### src/rtl/bin_to_bcd_serial.sv
// Serial binary-to-BCD converter (shift-and-add-3), one input bit per clock.
// A start request in idle captures bin; WIDTH shift edges later the packed BCD
// result is loaded into bcd and done pulses for one cycle.
module bin_to_bcd_serial #(
   parameter int unsigned WIDTH  = 8,
   parameter int unsigned DIGITS = 3
) (
   input  logic                  clock,
   input  logic                  reset_n,
   input  logic                  start,
   input  logic [WIDTH-1:0]      bin,
   output logic                  busy,
   output logic                  done,
   output logic [4*DIGITS-1:0]   bcd
);

   localparam int unsigned CntW = $clog2(WIDTH + 1);
   localparam int unsigned ScrW = 4 * DIGITS;

   typedef enum logic [0:0] {StIdle, StShift} state_e;

   state_e             r_state, w_state_d;
   logic [WIDTH-1:0]   r_bin,   w_bin_d;
   logic [ScrW-1:0]    r_scr,   w_scr_d;
   logic [CntW-1:0]    r_cnt,   w_cnt_d;
   logic [ScrW-1:0]    r_bcd,   w_bcd_d;
   logic               r_done,  w_done_d;
   logic [ScrW-1:0]    w_adj;
   logic [ScrW-1:0]    w_scr_shift;

   // State register: all sequential state, cleared asynchronously.
   always_ff @(posedge clock or negedge reset_n) begin
      if (!reset_n) begin
         r_state <= StIdle;
         r_bin   <= '0;
         r_scr   <= '0;
         r_cnt   <= '0;
         r_bcd   <= '0;
         r_done  <= 1'b0;
      end else begin
         r_state <= w_state_d;
         r_bin   <= w_bin_d;
         r_scr   <= w_scr_d;
         r_cnt   <= w_cnt_d;
         r_bcd   <= w_bcd_d;
         r_done  <= w_done_d;
      end
   end

   // Add-3 correction on every digit >= 5, all digits in parallel, then the shift.
   always_comb begin
      w_adj = r_scr;
      for (int i = 0; i < int'(DIGITS); i++) begin
         if (r_scr[4*i +: 4] >= 4'd5) begin
            w_adj[4*i +: 4] = r_scr[4*i +: 4] + 4'd3;
         end
      end
      w_scr_shift = {w_adj[ScrW-2:0], r_bin[WIDTH-1]};
   end

   // Next-state logic: accept in idle, shift while converting, publish on the last shift.
   always_comb begin
      w_state_d = r_state;
      w_bin_d   = r_bin;
      w_scr_d   = r_scr;
      w_cnt_d   = r_cnt;
      w_bcd_d   = r_bcd;
      w_done_d  = 1'b0;
      unique case (r_state)
         StIdle: begin
            if (start) begin
               w_bin_d   = bin;
               w_scr_d   = '0;
               w_cnt_d   = CntW'(WIDTH);
               w_state_d = StShift;
            end
         end
         StShift: begin
            w_bin_d = {r_bin[WIDTH-2:0], 1'b0};
            w_scr_d = w_scr_shift;
            w_cnt_d = r_cnt - CntW'(1);
            if (r_cnt == CntW'(1)) begin
               w_bcd_d   = w_scr_shift;
               w_done_d  = 1'b1;
               w_state_d = StIdle;
            end
         end
         default: w_state_d = StIdle;
      endcase
   end

   // Outputs: busy decoded from state, done and bcd straight from registers.
   always_comb begin
      busy = (r_state == StShift);
      done = r_done;
      bcd  = r_bcd;
   end

endmodule
### config.mk
export PLATFORM = sky130hd
export DESIGN_NAME = bin_to_bcd_serial
export DESIGN_NICKNAME = d
export VERILOG_FILES = /design/src/rtl/bin_to_bcd_serial.sv
export SDC_FILE = /design/constraint.sdc
export NUM_CORES = 1
export LEC_CHECK = 0
export CAP_MARGIN = 20
export CORE_ASPECT_RATIO = 0.5
export CORE_UTILIZATION = 49
export DETAILED_ROUTE_END_ITERATION = 8
export GPL_TIMING_DRIVEN = 0
export PLACE_DENSITY = 0.71
export SYNTH_ARGS = -nofsm -noshare
export SYNTH_HDL_FRONTEND = slang
export SYNTH_SLANG_ARGS = --single-unit
### constraint.sdc
create_clock -name clock -period 1.4 [get_ports clock]
set_input_delay 0.21 -clock clock [delete_from_list [all_inputs] [get_ports clock]]
set_output_delay 0.21 -clock clock [all_outputs]
set_load 0.02 [all_outputs]
# Word level (Yosys, flattened, before mapping)
# Cells that the tools add are included.
# word_totals
register_bits	38
in_bits	11
out_inout_bits	14
wordCells	31
# classes
addsub	4
magnitude_cmp	3
n_eq_ne	2
muxes	14
bitwise_logic	1
reduce_logical	1
# ops
op	count
$pmux W12 S2	1
$pmux W8 S2	1
$ge A4 B3 Y1 const B	3
$mux W12	1
$mux W4	3
$add A4 B2 Y4 const B	2
$mux W8	1
$pmux W4 S2	1
$eq A4 B1 Y1 const B	1
$mux W1	4
$sub A4 B1 Y4 const B	1
$add A3 B2 Y3 const B	1
$mux W3	1
$ne A2 B2 Y1 const B	1
$pmux W1 S2	1
$reduce_and A2 Y1	1
$not A1 Y1	1

# Logic depth before layout (Yosys ltp)
# Gate-level depths: netlist of run 1.
# logic_depth
ltp_word	3
mapped_depth	6
ltp_nobuf	6

# Worst setup path after synthesis of run 1
# OpenSTA, ideal clock, no wires.
# synth_timing
path_kind	flip-flop to flip-flop
startpoint	register r_scr[0]
endpoint	register r_bcd[2], in the netlist bcd[2]
setup_ps	83
t_arrival_ps	1402
required_ps	1317
path_slack_ps	-85
path_stages_with_launch	7
path_buffers	0
period_less_slack_ps	1485
path_cell_list	dfrtp_1 -> inv_1 -> ha_1 -> nand2b_1 -> a21oi_1 -> mux2_2 -> o21ai_0
# synth_between
elab_chain_cells	2
word_cells_on_any_way	3
classes_between	add/sub: 1; order compare: 1; mux: 1
# synth_lines
element	line_no	rtl
start: declaration	24	logic [ScrW-1:0] r_scr, w_scr_d;
start signal: assignment	43	r_scr <= w_scr_d;
$add A4 B2 Y4 or $ge A4 B3 Y1 (tied branches)	55, 54	
$mux W4 (*)	54	if (r_scr[4*i +: 4] >= 4'd5) begin
end signal: assignment	45	r_bcd <= w_bcd_d;
end: declaration	26	logic [ScrW-1:0] r_bcd, w_bcd_d;
# Mark *: on every way between the ends. The rest lies on a longest branch, timed or not.
# A chain may end at the register's enable or synchronous reset.

# Worst setup path after layout of run 1
# layout_timing
startpoint	register r_scr[4]
endpoint	register r_scr[6]
# layout_between
elab_chain_cells	3
word_cells_on_any_way	4
classes_between	add/sub: 1; order compare: 1; mux: 2
# layout_lines
element	line_no	rtl
$add A4 B2 Y4 or $ge A4 B3 Y1 (tied branches)	55, 54	
$mux W4 (*)	54	
$pmux W12 S2 (*)	69	unique case (r_state)
# Marked as above.

==> results of run 1 <==
[what timing repair did]
item / 4_1_cts / 5_1_grt
pin swaps: 6 / 5
hold buffers: 0 / 0
setup buffers: 7 / 5
endpoints found under the setup margin: 26 / 19
resized for setup: 33 / 14
[per-stage QoR]
| step | cells | hold slack, ps | util | area, um2 | TNS [ps] |
|---|---|---|---|---|---|
| 3_3_place_gp | 248 | 463 | 0.619 | 2170 | -31070 |
| 3_5_place_dp | 248 | 362 | 0.617 | 2170 | -1190 |
| 6_report | 268 | 26.4 | 0.706 | 2480 | -298 |
| 2_1_floorplan | 173 | -85.6 | - | 1870 | 0 |
| 5_1_grt | 268 | 82.3 | 0.706 | 2480 | -807 |
| 4_1_cts | 263 | 52.8 | 0.683 | 2400 | -170 |
[cell type report]
cell class / count / share of cell area
buffer: 7 / 0.0177
clock buffer: 7 / 0.0348
clock inverter: 1 / 0.00202
inverter: 9 / 0.0156
multi-input combinational: 119 / 0.395
sequential: 38 / 0.384
tap: 51 / 0.0257
timing repair buffer: 36 / 0.126
[registers in the layout, summed over array words and instances, names as in the netlist]
| signal | count |
|---|---|
| bcd | 12 |
| r_scr | 12 |
| r_bin | 8 |
| r_cnt | 4 |
| busy | 1 |
| done | 1 |
[synth_stat cells (2+ instances only)]
library cell               number  area [um2]
sky130_fd_sc_hd__mux2_2         2        22.5
sky130_fd_sc_hd__xnor2_1        4        35.0
sky130_fd_sc_hd__a21o_1         3        22.5
sky130_fd_sc_hd__a21oi_1        6        30.0
sky130_fd_sc_hd__inv_1          8        30.0
sky130_fd_sc_hd__nor3_1         4        20.0
sky130_fd_sc_hd__dfrtp_1       38         951
sky130_fd_sc_hd__ha_1           8         100
sky130_fd_sc_hd__mux2i_1       17         170
sky130_fd_sc_hd__nand2b_1      13        81.3
sky130_fd_sc_hd__nor2_1         6        22.5
sky130_fd_sc_hd__o31ai_1        2        15.0
sky130_fd_sc_hd__o21ai_0       17        85.1
sky130_fd_sc_hd__mux2_4         2        30.0
sky130_fd_sc_hd__buf_2          6        30.0
sky130_fd_sc_hd__nor3b_1        5        37.5
sky130_fd_sc_hd__a21oi_2        2        17.5
sky130_fd_sc_hd__nand2_1       22        82.6
[final timing paths]
kind,to,depth (start not counted)
max in group asynchronous,r_scr[7],1
min in group clock,bcd[6],2
worst max-delay path,r_scr[6],6
worst min-delay path,bcd[4],1
worst max register to register,r_scr[6],6
worst min register to register,bcd[6],2
[power by group through the flow]
stage                     Sequential [mW]  Combinational [mW]  Clock, mW
after floorplan                      2.09                1.66          0
after global placement               1.95                2.48          0
after detailed placement             1.96                2.57          0
after CTS                            1.98                2.88      0.785
after global routing                 2.07                3.44      0.828
final                                2.01                3.12      0.769
[routing by layer]
metal	wire length (um)	vias up
li1	-	674
met1	1820	685
met2	1930	23
met3	140	4
met4	29	0
met5	0	-
[kinds of logic after synthesis]
group	Yosys count
DFF	38
muxes	21
and+or+nand+nor	51
AOI/OAI and AO/OA	34
xor gates and xnor gates	5
buffers and inverters	16
adders and majority gates	8
[placed cells by master, fill, tap and decap left out, types with 2 or more instances in the layout]
cell	n
sky130_fd_sc_hd__a21oi_4	3
sky130_fd_sc_hd__buf_2	6
sky130_fd_sc_hd__o31ai_1	2
sky130_fd_sc_hd__a21o_1	3
sky130_fd_sc_hd__nand2b_1	10
sky130_fd_sc_hd__nor3b_1	3
sky130_fd_sc_hd__nor3b_2	2
sky130_fd_sc_hd__nand2b_4	3
sky130_fd_sc_hd__a21oi_1	4
sky130_fd_sc_hd__inv_1	3
sky130_fd_sc_hd__buf_6	2
sky130_fd_sc_hd__nor2_1	6
sky130_fd_sc_hd__ha_4	5
sky130_fd_sc_hd__inv_2	5
sky130_fd_sc_hd__xnor2_1	3
sky130_fd_sc_hd__dlygate4sd2_1	14
sky130_fd_sc_hd__o21ai_1	3
sky130_fd_sc_hd__nand2_1	22
sky130_fd_sc_hd__nor3_1	4
sky130_fd_sc_hd__dfrtp_1	38
sky130_fd_sc_hd__o21ai_0	14
sky130_fd_sc_hd__clkdlybuf4s50_1	9
sky130_fd_sc_hd__clkbuf_8	6
sky130_fd_sc_hd__mux2_4	4
sky130_fd_sc_hd__ha_1	2
sky130_fd_sc_hd__mux2i_1	16
sky130_fd_sc_hd__buf_4	12
==> run summary, run 1 <==
Setup repair after global routing could not meet its margin everywhere. The tools report the total count of max-transition violations in the final report as 0. Fraction of synthesis flops using an asynchronous set or reset pin: 1.00. The highest clock rate is 0.673 GHz, and the final antenna-violating net count is 0. The clock passes through at most 2 buffers. The iteration count of the initial detailed-routing pass is 4, and the synthesized cell area is 0.00184 mm2. The net switching share of the total power came out at 0.401. The main combinational cell family by area after synthesis was simple AND/OR/NAND/NOR gates. The run gives 0.446 as the headroom to the max-slew limit. In this run the worst setup path begins at r_scr[4]. After clock tree synthesis, the clock-pin slew on the worst setup and hold paths is 70 ps. The post-synthesis xor/xnor area fraction was 0.0238. The cell family contributing the most delay on the critical path is multiplexers. The detailed-route wire length per cell is 14.6 um. Setup violations remaining at the end of the flow were counted as 7. The share of post-route cells with drive strength above 1 was 0.263; the net total in the final layout was 235. Registers take 951 um2. The run gives 0 as the initial antenna violation count.

The tools report the leakage power total as 1.19 nW. The net load switching power is 2.37 mW. The routed layout has 1386 vias.

The checks that failed: setup timing. For the synthesized netlist net count, the log shows 192. For this run, the number of Yosys warnings is 0. Among all flip-flop cells after synthesis, the most frequent one is sky130_fd_sc_hd__dfrtp_1.

The simple-gate portion of the synthesized area came out at 0.138. The power density over the cells is 2380 mW/mm2, and the worst setup slack before clock tree synthesis is -110 ps. The count of cell types in the netlist was 26.

The tools report the worst path arrival time as 1690 ps. The transition time at the pin with the least slew margin came out at 832 ps. 0 antenna diodes ended up in the layout.

The synthesized area per cell is 10.7 um2. The y dimension of the die was 45.4 um. Counting the buffers created by CTS gives 5. Across the run, the number of max-cap violations was 0. The ratio of routed vias to standard cells is 5.17. The tools report the overall track demand over capacity in global routing as 0.215. The largest voltage drop on the vdd net was 0.946 mV. The design draws 5.91 mW.

The clock arrives with 3.94 ps of skew. The maximum cell stage delay along the critical path is 450 ps. Final worst-path cycle share: 1.06.

The multiplexer fraction of the synthesized cell area came out at 0.121. For the combinational share of power, the log shows 0.529. Cell at the root of the clock tree: sky130_fd_sc_hd__clkbuf_8. The met1 track utilization from global routing was 0.288. The tools report the internal power component as 3.54 mW. The tightest min-delay check is of the primary input to asynchronous set/reset pin type. Buffers placed on the I/O ports in this run total 24. The run gives 2 as the CTS H-tree depth. Sequential share of power: 0.341. For this run, design rule violations remaining after detail routing come to 0.

Entering global routing, the biggest net connects 39 pins. In the final layout, the multi-input gates occupy 978 um2. Of all nets on the critical path, the largest fanout is 4. The run gives 3920 um as the final routed wirelength across all metal layers. The flow ran to the end, but the final reports show violations.

The worst setup path is captured at a register. In this run, the number of DRC markers left after iteration 0 of detailed routing was 38. The slowest stage of the critical path is the sky130_fd_sc_hd__dfrtp_1 cell. The shortest period the worst path allows came out at 1490 ps. The die covers 0.00403 mm2. The core footprint came out at 0.00351 mm2.

STA classifies the critical path startpoint as a register. The share of the synthesized area in compound gates (AO/OA/AOI/OAI) came out at 0.109. The data required time of the worst path was 1610 ps; the reg-to-reg setup timing slack was -90 ps.

The signal on the critical path passes through inv_2 -> ha_4 -> nand2b_4 -> a21oi_4 -> mux2_4 -> mux2i_1. The first global-routing pass estimated 6270 um of wire. The logs give 25 for the top-level port count and 0 for the total congestion overflow after global routing.

The run gives 1350 as the number of global-route vias before repair. The instance count of the mapped netlist was 173. The met2 capacity usage during global routing was 0.357; the power share of the clock group was 0.130.

The number of buffer and inverter instances along the worst setup path is 1, and the starting density of the core is 0.525. Yosys mapped a number of flops with a built-in enable equal to 0. The layout overhead on the synthesized area works out to 34.5%. The last weighted congestion value of the routability-driven placer was 0.763; the clock sink count was 38. The adder-cell share of the synthesized area was 0.0543. In this run the most used layer during global routing was met2. TritonCTS built the clock tree.

For the share of synthesized area occupied by flip-flops and latches, the log shows 0.516. The floorplan die width is 88.7 um. The worst setup path is of the register to register kind.

The logs give 280 ps for the clock insertion delay at the later pin of the skew report and 285 for the number of fillers in the final layout. The number of hold violations in the final report is 0, and the met3 routing resource usage after global routing is 0.0548. In this run the critical register-to-register path is launched from r_scr[4].

After synthesis the netlist holds a flip-flop and latch count of 38. Final setup slack of the worst path: -85.9 ps. The detailed-placement wirelength estimate was 2410 um; the number of standard-cell rows in the floorplan was 15.
(Power assumes the default switching activity.)
==> run 2: changes to the inputs <==
- PLACE_DENSITY: 0.71 -> default
- PLACE_DENSITY_LB_ADDON: default -> 0.15
==> run summary, run 2 (synthesis results as in run 1) <==
Total inserted antenna cells: 0 (unchanged). The run gives 2 (unchanged) as the deepest clock path buffer count. For the largest voltage drop on the vdd net, the log shows 1.09 mV (+15%).

The number of maximum-capacitance violations is 0 (unchanged), and the post-route non-filler standard cell count is 269 (+0.37%). The shortest period the worst path allows is 1460 ps (-23.7 ps). The highest clock rate is 0.684 GHz (+1.6%). The starting density of the core came out at 0.525 (unchanged). The logs give 0.00217 mm2 (unchanged) for the post-detailed-placement cell area and 45 (+18%) for the number of violations reported at the end of detailed-routing iteration 0.

The run gives 38 (unchanged) as the clock sink count. Setup repair after global routing could not meet its margin everywhere. STA classifies the critical path endpoint as a register. The final antenna-violating net count is 0 (unchanged), and the layout overhead on the synthesized area is 36.7%.

The top-level port count is 25 (unchanged). The number of global-route vias before repair was 1348 (-0.15%); the largest fanout of any net on the critical path was 4 (unchanged). The run gives 0 (unchanged) as the total congestion overflow after global routing. The internal power component was 3.73 mW (+5.2%); the number of cells in the design after placement was 248 (unchanged).

The final routed wirelength across all metal layers is 3840 um (-1.9%). Element type at the critical path start: a register. The final routed DRC violation total was 0 (unchanged); the clock insertion delay at the later pin of the skew report was 290 ps (about the same).

The worst path arrival time is 1670 ps (-20 ps). The power density over the cells works out to 2420 mW/mm2 (+1.5%). The type of the tightest min-delay check was primary input to asynchronous set/reset pin.

The final worst-path cycle share works out to 1.04 (-0.0170). The logs give 4 (unchanged) for the iteration count of the initial detailed-routing pass and 0.446 (about the same) for the headroom to the max-slew limit. The number of standard-cell rows in the floorplan was 15 (unchanged). The first-pass GRT wire length was 6360 um (+1.4%); the final instance area was 0.00252 mm2 (+1.7%). Sequential share of power: 0.329 (-0.012). For the net total in the final layout, the log shows 236 (+0.43%). The end-of-flow core utilization is 0.718 (+0.0118), and the leakage power total is 1.21 nW (+1.6%). The type of the worst setup path is register to register. The total number of vias is 1361 (-1.8%), and the number of I/O port buffers is 24 (unchanged). The tools report the number of hold violations in the final report as 0 (unchanged).

The tools report the post-route worst hold slack as 17.8 ps (-8.65 ps). TritonCTS built the clock tree. The floorplan die width was 88.7 um (unchanged); the worst-case reg-to-reg path depth was 5 (-1). The transition time at the pin with the least slew margin came out at 831 ps (-0.486 ps). The tools report the core footprint as 0.00351 mm2 (unchanged). The final setup violation count is 6 (-1), and the setup TNS is -180 ps (+118 ps). The total count of max-transition violations in the final report is 0 (unchanged), and the total power of the final layout is 6.10 mW (+3.2%).

For the power share of the clock group, the log shows 0.144 (+0.014). Worst setup slack before clock tree synthesis: -133 ps (-22.5 ps). The flow ran to the end, but the final reports show violations. The clock-pin slew on the worst setup and hold paths was 70 ps (about the same); the combinational share of power was 0.527 (-0.002).

The checks that failed: setup timing. For the CTS H-tree depth, the log shows 2 (unchanged). For the net load switching power, the log shows 2.37 mW (+0.19%).

The detailed-placement wirelength estimate came out at 2460 um (+2.3%). The number of buffers created by CTS is 5 (unchanged). The cts-stage hold buffer count is 0 (unchanged), and the data required time of the worst path is 1610 ps (about the same). The largest net degree at the start of global routing came out at 39 (unchanged). The tree is rooted in a sky130_fd_sc_hd__clkbuf_8. The commonest non-fill, non-tap cell in the layout is sky130_fd_sc_hd__dfrtp_1.

In the layout the commonest cells are sky130_fd_sc_hd__dfrtp_1 (36), sky130_fd_sc_hd__nand2_1 (22), sky130_fd_sc_hd__mux2i_1 (16). The detailed-route wire length per cell works out to 14.3 um (-2.3%). The initial antenna violation count was 0 (unchanged). The tools report the last weighted congestion value of the routability-driven placer as 0.732 (-4.2%). Ratio of routed vias to standard cells: 5.06 (-2.2%). The run gives 2.58 ps (-1.36 ps) as the worst setup skew after layout. The die footprint came out at 0.00403 mm2 (unchanged). The final setup slack of the worst path is -62.2 ps (+23.7 ps), and the overall track demand over capacity in global routing is 0.216 (+0.000765). The y dimension of the die is 45.4 um (unchanged), and the share of post-route cells with drive strength above 1 is 0.284 (+0.0217). The net switching share of the total power is 0.389 (-0.0117).
## run 2: critical path: stages (launching register included)
cell and delay [ps]:
sky130_fd_sc_hd__dfrtp_2 460, sky130_fd_sc_hd__ha_4 180, sky130_fd_sc_hd__nand2b_4 140, sky130_fd_sc_hd__a21oi_4 160, sky130_fd_sc_hd__mux2_4 320, sky130_fd_sc_hd__mux2i_1 130
## run 2: final timing paths
kind,start,endpoint,slack [ps]
max,r_scr[4],r_scr[6],-60
min,reset_n,bcd[6],20
max reg2reg,r_scr[4],r_scr[6],-60
min reg2reg,bcd[4],bcd[4],480
max in group asynchronous,reset_n,r_scr[0],810
min in group clock,bcd[4],bcd[4],480
## run 2: repair_timing
action	in CTS	in global routing
setup buffers	9	4
endpoints found under the setup margin	23	20
pin swaps	7	4
gates resized for setup	36	17
## run 2: cell type report
class,instances,area (um2)
Fill cell,269,990
Multi-Input combinational cell,119,985
Sequential cell,38,953
Timing Repair Buffer,37,323
Clock buffer,8,110
Tap cell,51,63.8
Buffer,7,43.8
Inverter,9,41.3
## run 2: layer usage
metal / vias up / track usage / part of all wire
met3: 4 / 0.0622 / 0.042
met5: - / 0 / 0
met4: 0 / 0.0484 / 0.0042
li1: 669 / - / -
met2: 27 / 0.358 / 0.47
met1: 661 / 0.287 / 0.48
## run 2: power groups by stage
stage / sequential (mW) / clock [mW] / combinational, mW
4_1_cts: 1.98 / 0.904 / 2.97
5_1_grt: 2.08 / 0.946 / 3.52
3_3_place_gp: 1.95 / 0 / 2.47
2_1_floorplan: 2.09 / 0 / 1.66
3_5_place_dp: 1.97 / 0 / 2.57
6_report: 2.01 / 0.878 / 3.21
==> run 3: changes to the inputs <==
- SKIP_LAST_GASP: default -> 1
==> run summary, run 3 (synthesis results as in run 1) <==
The run finished, with violations left. The final reports fail on setup timing. The total inserted antenna cells came out at 0 (unchanged).

The number of buffer and inverter instances along the worst setup path works out to 0 (unchanged). The logs give 269 (unchanged) for the post-route non-filler standard cell count and 15 (unchanged) for the number of standard-cell rows in the floorplan. The maximum cell stage delay along the critical path is 460 ps (about the same). For the detailed-placement wirelength estimate, the log shows 2460 um (unchanged).

The tools report the largest net degree at the start of global routing as 39 (unchanged). For the leakage power total, the log shows 1.20 nW (-0.13%). For the sequential cell area, the log shows 953 um2 (unchanged). The largest individual stage delay along the critical path comes from the cell sky130_fd_sc_hd__dfrtp_2. The y dimension of the die came out at 45.4 um (unchanged). The logs give 0.216 (unchanged) for the overall track demand over capacity in global routing and -194 ps (-13.7 ps) for the setup TNS.

The power density over the cells was 2420 mW/mm2 (about the same). In this run the critical register-to-register path is captured at r_scr[6]. The deepest clock path buffer count is 2 (unchanged). For the number of violations reported at the end of detailed-routing iteration 0, the log shows 41 (-8.9%). The post-detailed-placement cell area came out at 0.00217 mm2 (unchanged). The top-level port count is 25 (unchanged). Traced cell by cell, the critical path runs through ha_4 -> nand2b_4 -> a21oi_4 -> mux2_4 -> mux2i_1. For the number of buffers created by CTS, the log shows 5 (unchanged). STA classifies the critical path startpoint as a register. The clock sink count came out at 38 (unchanged). The logs give 2 (unchanged) for the CTS H-tree depth and 0 (unchanged) for the cts-stage hold buffer count. The core footprint was 0.00351 mm2 (unchanged); the number of I/O port buffers was 24 (unchanged). The share of post-route cells with drive strength above 1 came out at 0.280 (-0.00459).

The clock insertion delay at the later pin of the skew report was 290 ps (about the same). The final routed DRC violation total is 0 (unchanged), and the end-of-flow core utilization is 0.717 (-0.00107). The iteration count of the initial detailed-routing pass was 4 (unchanged).

The headroom to the max-slew limit is 0.442 (-0.00393). Total count of max-transition violations in the final report: 0 (unchanged). The top cell types in the final layout, fill and taps aside, are sky130_fd_sc_hd__dfrtp_1 (36), sky130_fd_sc_hd__nand2_1 (22), sky130_fd_sc_hd__mux2i_1 (16). The number of maximum-capacitance violations was 0 (unchanged); the met2 capacity usage during global routing was 0.358 (unchanged).

For the first-pass GRT wire length, the log shows 6360 um (unchanged). The final routed wirelength across all metal layers was 3830 um (-0.39%); the highest clock rate was 0.683 GHz (-0.11%). The net total in the final layout is 236 (unchanged). The layout overhead on the synthesized area is 36.5%. The run gives 0.732 (unchanged) as the last weighted congestion value of the routability-driven placer. The tools report the total congestion overflow after global routing as 0 (unchanged). The library cell used most frequently in the layout, excluding fill and tap cells, is sky130_fd_sc_hd__dfrtp_1. The number of cells in the design after placement was 248 (unchanged); the shortest period the worst path allows was 1460 ps (+1.59 ps). The total number of vias was 1355 (-0.44%); the final setup slack of the worst path was -63.7 ps (-1.59 ps). Number of hold violations in the final report: 0 (unchanged). Setup repair after global routing could not meet its margin everywhere. The area of combinational cells with multiple inputs was 981 um2 (-0.38%). The transition time at the pin with the least slew margin is 837 ps (+5.89 ps), and the die footprint is 0.00403 mm2 (unchanged). The final worst-path cycle share is 1.05 (+0.00114). The tools report the worst path arrival time as 1680 ps (about the same).

The startpoint identified for the worst register-to-register timing path is r_scr[4]. TritonCTS built the clock tree. The worst-case reg-to-reg path depth was 5 (unchanged); the worst setup skew after layout was 3.72 ps (+1.14 ps). For the starting density of the core, the log shows 0.525 (unchanged). Type of the tightest min-delay check: primary input to asynchronous set/reset pin.

Initial antenna violation count: 0 (unchanged). The final antenna-violating net count came out at 0 (unchanged). The worst setup path is of the register to register kind.

The met1 track utilization from global routing is 0.287 (unchanged). The worst setup path is captured at a register. The largest fanout of any net on the critical path was 4 (unchanged); the number of global-route vias before repair was 1348 (unchanged). After global routing, the most crowded layer is met2. In this design, the largest share of critical-path delay is due to flip-flops. The final setup violation count came out at 6 (unchanged). For the met3 routing resource usage after global routing, the log shows 0.0622 (unchanged).

The worst setup slack before clock tree synthesis is -133 ps (unchanged). The tree is rooted in a sky130_fd_sc_hd__clkbuf_8. The floorplan die width was 88.7 um (unchanged). The data required time of the worst path is 1610 ps (about the same), and the reg-to-reg setup timing slack is -60 ps (about the same). The detailed-route wire length per cell works out to 14.2 um (-0.39%). The ratio of routed vias to standard cells is 5.04 (-0.44%). The final instance area was 0.00252 mm2 (-0.15%).

The clock-pin slew on the worst setup and hold paths is 80 ps (about the same), and the number of fillers in the final layout is 268 (-0.37%). The largest voltage drop on the vdd net was 1.09 mV (about the same).
==> run 3: cell counts in the layout (fill, tap and decap cells not counted) <==
No cell type changed its count.
==> run 3: per-layer routing <==
metal  routed length (um)  share of wire
met1                 1860           0.49
met2                 1780           0.46
met3                  167          0.044
met4                   26         0.0068
met5                    0              0
==> run 3: how the worst max path moves through the flow <==
stage,cells past startpoint,from,to,slack (ps)
2_1_floorplan,5,r_scr[0],bcd[2],0.4
6_report,5,r_scr[4],r_scr[6],-60
5_1_grt,6,r_scr[1],r_scr[2],-100
4_1_cts,5,r_scr[0],r_scr[2],-60
3_3_place_gp,1,reset_n,bcd[10],-790
3_5_place_dp,6,r_scr[1],r_scr[2],-130
==> run 3: what timing repair did <==
item | CTS | global route
endpoints found under the setup margin | 23 | 20
pin swaps | 7 | 4
resized for setup | 36 | 16
hold endpoints to repair | 0 | 0
setup buffers | 9 | 4
==> run 3: layout make-up <==
type                            count  area share
Buffer                              7      0.0174
Clock buffer                        8      0.0438
Inverter                            9      0.0164
Multi-Input combinational cell    119       0.390
Sequential cell                    38       0.379
Tap cell                           51      0.0254
Timing Repair Buffer               37       0.128
==> run 3: power breakdown <==
part | switching, mW | total (mW) | internal [mW] | leakage (nW)
Combinational | 1.56 | 3.20 | 1.64 | 0.669
Sequential | 0.420 | 2.01 | 1.59 | 0.478
Clock | 0.382 | 0.879 | 0.497 | 0.0575
Total | 2.36 | 6.08 | 3.72 | 1.20
==> run 3: per-stage QoR <==
step	power, mW	hold slack (ps)
final	6.08	20.8
after global routing	6.53	79.6
after CTS	5.85	43.1
after detailed placement	4.53	360
after global placement	4.42	464
after floorplan	3.75	-85.6
==> run 3: worst reg2reg max path: stages, from the launching register on <==
cell	delay, ps
sky130_fd_sc_hd__dfrtp_2	460
sky130_fd_sc_hd__ha_4	180
sky130_fd_sc_hd__nand2b_4	140
sky130_fd_sc_hd__a21oi_4	160
sky130_fd_sc_hd__mux2_4	320
sky130_fd_sc_hd__mux2i_1	130
